## src/rtl/weight_stream_reader.sv

```systemverilog
// weight_stream_reader: walks a run of memory_block rows and streams them out over valid/ready.
// A credit check on fifo_count + inflight keeps the small output FIFO from ever overflowing.
module weight_stream_reader #(
    parameter int DATAW      = 128,
    parameter int DEPTH      = 64,
    parameter int ADDRW      = $clog2(DEPTH),
    parameter int FIFO_DEPTH = 4
) (
    input  logic             clk,
    input  logic             rst,
    input  logic             start,
    input  logic [ADDRW-1:0] base_addr,
    input  logic [ADDRW:0]   len,
    output logic             busy,
    output logic             done,
    output logic [ADDRW-1:0] mem_raddr,
    input  logic [DATAW-1:0] mem_rdata,
    output logic             out_valid,
    input  logic             out_ready,
    output logic [DATAW-1:0] out_data,
    output logic             out_last
);
    localparam int PW = $clog2(FIFO_DEPTH);
    typedef enum logic [1:0] {IDLE, RUN, DRAIN} state_t;
    state_t state, state_n;
    logic [ADDRW:0] len_q, issued;
    logic [PW:0] count;
    logic [PW+1:0] credit;
    logic [PW-1:0] wr_ptr, rd_ptr;
    logic inflight, inflight_last;
    logic [DATAW-1:0] fifo_data [FIFO_DEPTH];
    logic [FIFO_DEPTH-1:0] fifo_last;
    logic issue, last_issue, push, pop, launch;
    assign credit     = (PW+2)'(count) + (PW+2)'(inflight);
    assign issue      = state == RUN && credit < (PW+2)'(FIFO_DEPTH);
    assign last_issue = issue && issued == len_q - 1'b1;
    assign launch     = state == IDLE && start && len != '0;
    assign push       = inflight;
    assign pop        = out_valid && out_ready;
    assign busy       = state != IDLE;
    assign out_valid  = count != '0;
    assign out_data   = out_valid ? fifo_data[rd_ptr] : '0;
    assign out_last   = out_valid && fifo_last[rd_ptr];
    always_comb begin
        state_n = state;
        if (launch) state_n = RUN;
        if (last_issue) state_n = DRAIN;
        if (state == DRAIN && pop && out_last) state_n = IDLE;
    end
    always_ff @(posedge clk or posedge rst) begin
        if (rst) begin
            state         <= IDLE;
            len_q         <= '0;
            issued        <= '0;
            mem_raddr     <= '0;
            inflight      <= 1'b0;
            inflight_last <= 1'b0;
            count         <= '0;
            wr_ptr        <= '0;
            rd_ptr        <= '0;
            done          <= 1'b0;
        end else begin
            state         <= state_n;
            inflight      <= issue;
            inflight_last <= last_issue;
            done          <= (state == IDLE && start && len == '0) || (state == DRAIN && pop && out_last);
            if (launch) begin
                len_q     <= len;
                issued    <= '0;
                mem_raddr <= base_addr;
            end else if (issue) begin
                issued    <= issued + 1'b1;
                mem_raddr <= mem_raddr == ADDRW'(DEPTH - 1) ? '0 : mem_raddr + 1'b1;
            end
            if (push) wr_ptr <= wr_ptr + 1'b1;
            if (pop) rd_ptr <= rd_ptr + 1'b1;
            count <= count + (PW+1)'(push) - (PW+1)'(pop);
        end
    end
    // Storage needs no reset: count gates every read of it.
    always_ff @(posedge clk) begin
        if (push) begin
            fifo_data[wr_ptr] <= mem_rdata;
            fifo_last[wr_ptr] <= inflight_last;
        end
    end
endmodule

```

## config.mk

```make
export PLATFORM = sky130hd
export DESIGN_NAME = weight_stream_reader
export DESIGN_NICKNAME = d
export VERILOG_FILES = /design/src/rtl/weight_stream_reader.sv
export SDC_FILE = /design/constraint.sdc
export NUM_CORES = 1
export LEC_CHECK = 0
export ABC_AREA = 1
export BUFFER_PORTS_ARGS = -buffer_cell sky130_fd_sc_hd__buf_2
export CAP_MARGIN = 15
export CORE_MARGIN = 4
export CORE_UTILIZATION = 40
export CTS_CLUSTER_SIZE = 20
export DETAILED_ROUTE_END_ITERATION = 8
export GPL_ROUTABILITY_DRIVEN = 0
export PLACE_DENSITY = 0.62
export SLEW_MARGIN = 10
export SYNTH_ARGS = -nofsm -noshare
export SYNTH_HDL_FRONTEND = slang
export SYNTH_SLANG_ARGS = --single-unit
export TNS_END_PERCENT = 1
```

## constraint.sdc

```tcl
create_clock -name clk -period 5.85 [get_ports clk]
set_input_delay 0.585 -clock clk [delete_from_list [all_inputs] [get_ports clk]]
set_output_delay 0.585 -clock clk [all_outputs]
set_load 0.02 [all_outputs]
```

==> reports/metrics.csv, run 1 <==
metric,value,unit
io_pins,283,
synth-edff-count,516,
antenna_found_initial,7,
die_w,242,um
routed_wl,51700,um
grt_start_max_net_pins,137,
status,"complete, no violations",
synth_nets,1918,
multi_input_comb_area,0.00480,mm^2
worst-r2r-setup-slack,3.14,ns
tritoncts_num_sinks,548,
area_taken_by_flip_flops_and_latches,0.0163,mm^2
placed_cells,2657,
period_needed,3.89,ns
clock_tree_root,clkbuf_16,
number_of_cts_inserted_buffers,56,
first_global_vias,13800,
overflow,0,
grt_pass1_wl,79300,um
worst_ep_required_time,5.27,ns
worst_pin_slew,0.987,ns
routed_wire_length_per_instance,18.7,um
fin_worst_skew,0.0136,ns
synth_sequential_area_ratio,74.5,%
synth_top_cells_by_count,"nor2_1, edfxtp_1, o21ai_1, a21oi_1, o21ai_0",
setup_viol,0,
num-fill-cells,4759,
rsz0062_at_grt,false,
die_area,0.0585,mm^2
reg2reg_depth,8,
dieHeight,242,um
cell_accounting_for_the_most_synthesized_area,edfxtp_1,
synth_top_cell_area_share,70.8,%
synthDistinctLibCells,35,
power.ir.vdd_worst,393,uV
hold_viol,0,
leakage,9.22,nW
antenna_violation_net_count_after_detailed_routing,0,
drtPass1Iterations,5,
cts.repair.resized,0,
total_routing_usage_gr,17.1,%
worst_r2r_startpoint,rd_ptr[1]$_DFFE_PP0P_,
hold_path_class,in2async,
clk-insertion-delay-late,0.61,ns
final_nets,2175,
synth-async-reset-ratio,5.84,%
layout_area_overhead,17.2,%
worst_hold_slack,0.0533,ns
timing.critical_path.to_type,primary output,
drive_gt1_share,19.5,%
holdBufCountCts,0,
htreeDepth,2,
total_power,14.5,mW
worstPathMaxFanout,110,
synthTopCellsByArea,"edfxtp_1, nor2_1, o21ai_1",
cap_viol_max_count,0,
worst_slew_margin_rel,34.2,%
synth.cell_area,0.0219,mm^2
powerDensity,566,mW/mm^2
crit_type,reg2out,
synthMostInstantiatedCell,nor2_1,
fin_tns_setup,0,ns
maxSlewViolCount,0,
vias,13900,
final.period_utilization,66.5,%
syn-mean-instance-area,12.4,um^2
layoutNonFillerInstCount,2766,
post-route-drc-count,0,
timing.critical_path.arrival,3.31,ns
postSynthCellCount,1762,
kind_of_start_point_of_the_critical_path,register,
initial_utilization,40.5,%
tritoncts,yes,
crit_start,rd_ptr[0]$_DFFE_PP0P_,
core_region,0.0540,mm^2
viasPerCell,5.03,
port-buffer-count,282,
number_of_setup_buffers_added_after_cts,0,
clkTransAtPathRegs,0.06,ns
worst_r2r_endpoint,done$_DFF_PP0_,
cell_row_count,85,
yosys_most_used_dff,edfxtp_1,
clk_path_buf_depth,3,
final_core_util,47.5,%
fmax,257,MHz
yosysWarningCount,0,
synth-seq-cells,548,
detail_route.iter0.violations,881,
dp_hpwl,29000,um
[flip-flops by register name, summed over array words and instances, names as in the netlist, 2 cells and up]
name and flops:
count 3, wr_ptr 2, issued 7, rd_ptr 2
mem_raddr 6, state 2, len_q 7, fifo_data 512
fifo_last 4
[routing by layer]
metal  GRT usage [%]  routed length (um)  vias up  share of wire (%)
li1                -                   -     6714                  -
met1            22.4               21900     6776                 42
met2            29.0               25400      340                 49
met3            4.58                3400       83                6.6
met4            3.67                 965       12                1.9
met5               0                  95        -               0.18
[cells by family after synthesis]
family / after synthesis / synth area share (%)
xor gates and xnor gates: 14 / 0.560
DFF: 548 / 74.5
buffers and inverters: 146 / 3.60
AOI/OAI and AO/OA: 410 / 9.44
and+or+nand+nor: 633 / 11.3
adders and majority gates: 11 / 0.663
[worst max-delay path: stages (launching register included)]
cell     delay (ns)
dfrtp_4        0.70
inv_6          0.67
buf_12         0.45
o21ai_0        0.16
a21oi_1        0.33
buf_2          0.24
[cell usage in the layout, fill, tap and decap left out, types with 3 or more instances in the layout]
cell type,netlist,final
buf_2,20,282
diode_2,0,4
buf_4,39,19
inv_2,4,3
xnor2_1,6,6
clkbuf_1,14,13
dfrtp_1,32,30
inv_6,0,5
a21oi_1,131,131
a31oi_1,3,3
nand2_1,60,60
xor2_1,8,8
edfxtp_1,516,516
bufinv_16,0,8
nand3_1,22,22
clkinv_1,2,14
inv_1,35,31
clkinv_2,0,9
o21ai_1,178,178
clkbuf_16,0,56
ha_1,10,10
nor2_1,539,539
o21ai_0,94,94
[power by group]
part | total [mW] | switching [mW] | internal (mW)
clock | 3.63 | 1.49 | 2.14
sequential | 5.32 | 0.308 | 5.02
combinational | 5.57 | 3.94 | 1.63
total | 14.5 | 5.74 | 8.79
[final cells by class]
class	instances	share of cell area, %
clock buffer	70	5.71
multi-input combinational	1068	18.7
sequential	548	63.5
timing repair buffer	303	6.21
tap	696	3.39
inverter	42	0.722
antenna	4	0.0390
clock inverter	35	1.66
[how the worst max path moves through the flow]
stage                                end  slack (ns)  cells past startpoint
6_report                     out_data[6]        1.96                      5
5_1_grt                      out_data[6]        1.69                      5
4_1_cts                      out_data[6]        1.86                      5
3_5_place_dp                 out_data[6]        2.50                      5
3_3_place_gp                 out_data[6]        2.61                      5
2_1_floorplan  fifo_data[0][0]$_DFFE_PP_        2.22                      4
[stage by stage]
stage / instance area, um^2 / worst slack, ns
after floorplan: 21900 / 2.22
after global placement: 23800 / 2.61
after detailed placement: 23800 / 2.50
after CTS: 25600 / 1.86
after global routing: 25600 / 1.69
final: 25700 / 1.96
Power figures use the tool's default switching activity.
==> inputs of run 2 (changes only) <==
ABC_AREA = 0   (was 1)
PLACE_DENSITY = 0.64   (was 0.62)
clock period = 3.5 ns   (was 5.85 ns; I/O delays follow)
==> run 2 against run 1 <==
Against the previous run:
- largest power group is now registers
- first-iteration DRC count shrank 34%
- via count fell by 21%
- setup slack worse by 1.5 ns
- die area down 3.0%
- utilization increased by 4.1 points
- non-clock buffer count is 150 higher
==> reports/metrics.csv, run 2 <==
metric,value,unit
status,"complete, no violations",
synth.cell_area,0.0212,mm^2
maxSlewViolCount,0,
clk_path_buf_depth,3,
drive_gt1_share,36.5,%
worst_ep_required_time,3.15,ns
dp_hpwl,27200,um
reg_top3,"fifo_data: 512 flops, issued: 7 flops, len_q: 7 flops",
timing.critical_path.arrival,2.65,ns
timing.critical_path.to_type,primary output,
drtPass1Iterations,4,
post-route-cell-area,0.0271,mm^2
grt_pass1_wl,71400,um
area_taken_by_flip_flops_and_latches,0.0163,mm^2
cell_row_count,84,
die_w,238,um
synth-simple-area-share,5.93,%
routed_wl,45700,um
synthTopCellsByArea,"edfxtp_1, mux4_2, and2_1",
placed_cells,1955,
fin_worst_skew,0.0212,ns
rsz0062_at_grt,false,
power.ir.vdd_worst,545,uV
largest_register_ff_count,512,
max_flop_register,fifo_data,
core_region,0.0526,mm^2
synth-seq-cells,548,
layout.cells.most_common,edfxtp_1,
num-fill-cells,4209,
synth_compound_gate_area_share,0.708,%
overflow,0,
setup_viol,0,
leakage,9.60,nW
post-route-drc-count,0,
number_of_setup_buffers_added_after_cts,0,
synthXorXnorAreaFrac,0.862,%
grt_start_max_net_pins,131,
htreeDepth,2,
synth_nets,1159,
synthDistinctLibCells,43,
synth-edff-count,516,
yosysWarningCount,0,
hold_viol,0,
mostFrequentLayoutCells,"edfxtp_1, buf_2, dlygate4sd3_1",
number_of_cts_inserted_buffers,56,
antenna_violation_net_count_after_detailed_routing,0,
worstPathMaxFanout,26,
cap_viol_max_count,0,
dieHeight,238,um
layout_area_overhead,28.0,%
final_core_util,51.6,%
clk-insertion-delay-late,0.60,ns
kind_of_start_point_of_the_critical_path,register,
powerDensity,929,mW/mm^2
total_power,25.2,mW
combinational_family_with_the_most_area_after_synthesis,multiplexers,
crit_type,reg2out,
multi_input_comb_area,0.00466,mm^2
synth_sequential_area_ratio,76.9,%
antenna_found_initial,4,
total_routing_usage_gr,16.2,%
port-buffer-count,282,
cell_accounting_for_the_most_synthesized_area,edfxtp_1,
layoutNonFillerInstCount,2203,
cts.repair.resized,0,
worst_hold_slack,0.0490,ns
synth-async-reset-ratio,5.84,%
die_area,0.0568,mm^2
vias,11000,
fmax,333,MHz
worst_slew_margin_rel,41.7,%
hold_path_class,in2reg,
first_global_vias,12000,
period_needed,3.00,ns
detail_route.iter0.violations,584,
dpl-instance-area,0.0237,mm^2
tritoncts_num_sinks,548,
synth-adder-area-share,0.685,%
worst_pin_slew,0.873,ns
syn-mean-instance-area,21.1,um^2
synth_top_cells_by_count,"edfxtp_1, and2_1, mux4_2, dfrtp_1, nand2_1",
synthMostInstantiatedCell,edfxtp_1,
viasPerCell,5.00,
synth_top_cell_area_share,73.1,%
muxShareOfSynthArea,13.7,%
clock_tree_root,clkbuf_16,
clkTransAtPathRegs,0.06,ns
postSynthCellCount,1003,
final.period_utilization,85.8,%
routed_wire_length_per_instance,20.7,um
final_nets,1621,
initial_utilization,40.3,%
tritoncts,yes,
yosys_most_used_dff,edfxtp_1,
io_pins,283,
run 2: worst max-delay path, cell delays in order, from the launching register on:
cell and delay, ns:
dfrtp_4 0.60, buf_12 0.29, buf_4 0.29, mux4_2 0.53
and2_1 0.18, buf_2 0.16
run 2: logic make-up (layout without fill, tap and decap cells):
kind of cell             Yosys count  count (layout)
XOR/XNOR                          20              20
flip-flops                       548             548
other                              0               3
AO/OA/AOI/OAI                     20              20
AND/OR/NAND/NOR                  216             216
adder cells (fa/ha/maj)           11              11
buffers and inverters             59             568
multiplexers                     129             129
run 2: timing repair:
item                                    CTS  global route
endpoints found under the setup margin    0             0
hold buffers                            140             0
endpoints found under the hold margin   544             0
run 2: power breakdown:
part	leakage (nW)	switching (mW)	internal, mW	total (mW)
Combinational	3.51	5.28	3.95	9.23
Sequential	5.11	0.626	8.97	9.59
Clock	0.978	2.46	3.94	6.39
run 2: final timing paths:
path / startpoint / to / slack, ns / cells past startpoint
setup / recovery: rd_ptr[0]$_DFFE_PP0P_ / out_data[111] / 0.50 / 5
hold / removal: base_addr[3] / mem_raddr[3]$_DFFE_PP0P_ / 0.05 / 3
max in group asynchronous: rst / inflight_last$_DFF_PP0_ / 2.31 / 4
setup reg to reg: count[0]$_DFF_PP0_ / count[2]$_DFF_PP0_ / 1.26 / 7
hold reg to reg: inflight_last$_DFF_PP0_ / fifo_last[3]$_DFFE_PP_ / 0.50 / 0
min in group asynchronous: rst / mem_raddr[2]$_DFFE_PP0P_ / 0.50 / 3
run 2: per-layer routing:
metal / global-route usage (%) / share of wire, %
met5: 0 / 0.015
met4: 4.68 / 2.2
met3: 4.15 / 7.0
met2: 27.0 / 49
met1: 21.4 / 42
run 2: through the flow:
stage	TNS, ns	worst slack (ns)
after floorplan	-211.11	-0.579
after global placement	0	1.07
after detailed placement	0	1.05
after CTS	0	0.386
after global routing	0	0.321
final	0	0.496
run 2: area by class of cell:
class                   count  share of cell area, %
diodes                      3                 0.0277
clock buffers              64                   5.35
clock inverters            41                   1.99
inverters                  10                  0.138
multi-input cells         396                   17.2
flip-flops and latches    548                   60.1
well taps                 688                   3.17
repair buffers            453                   12.1
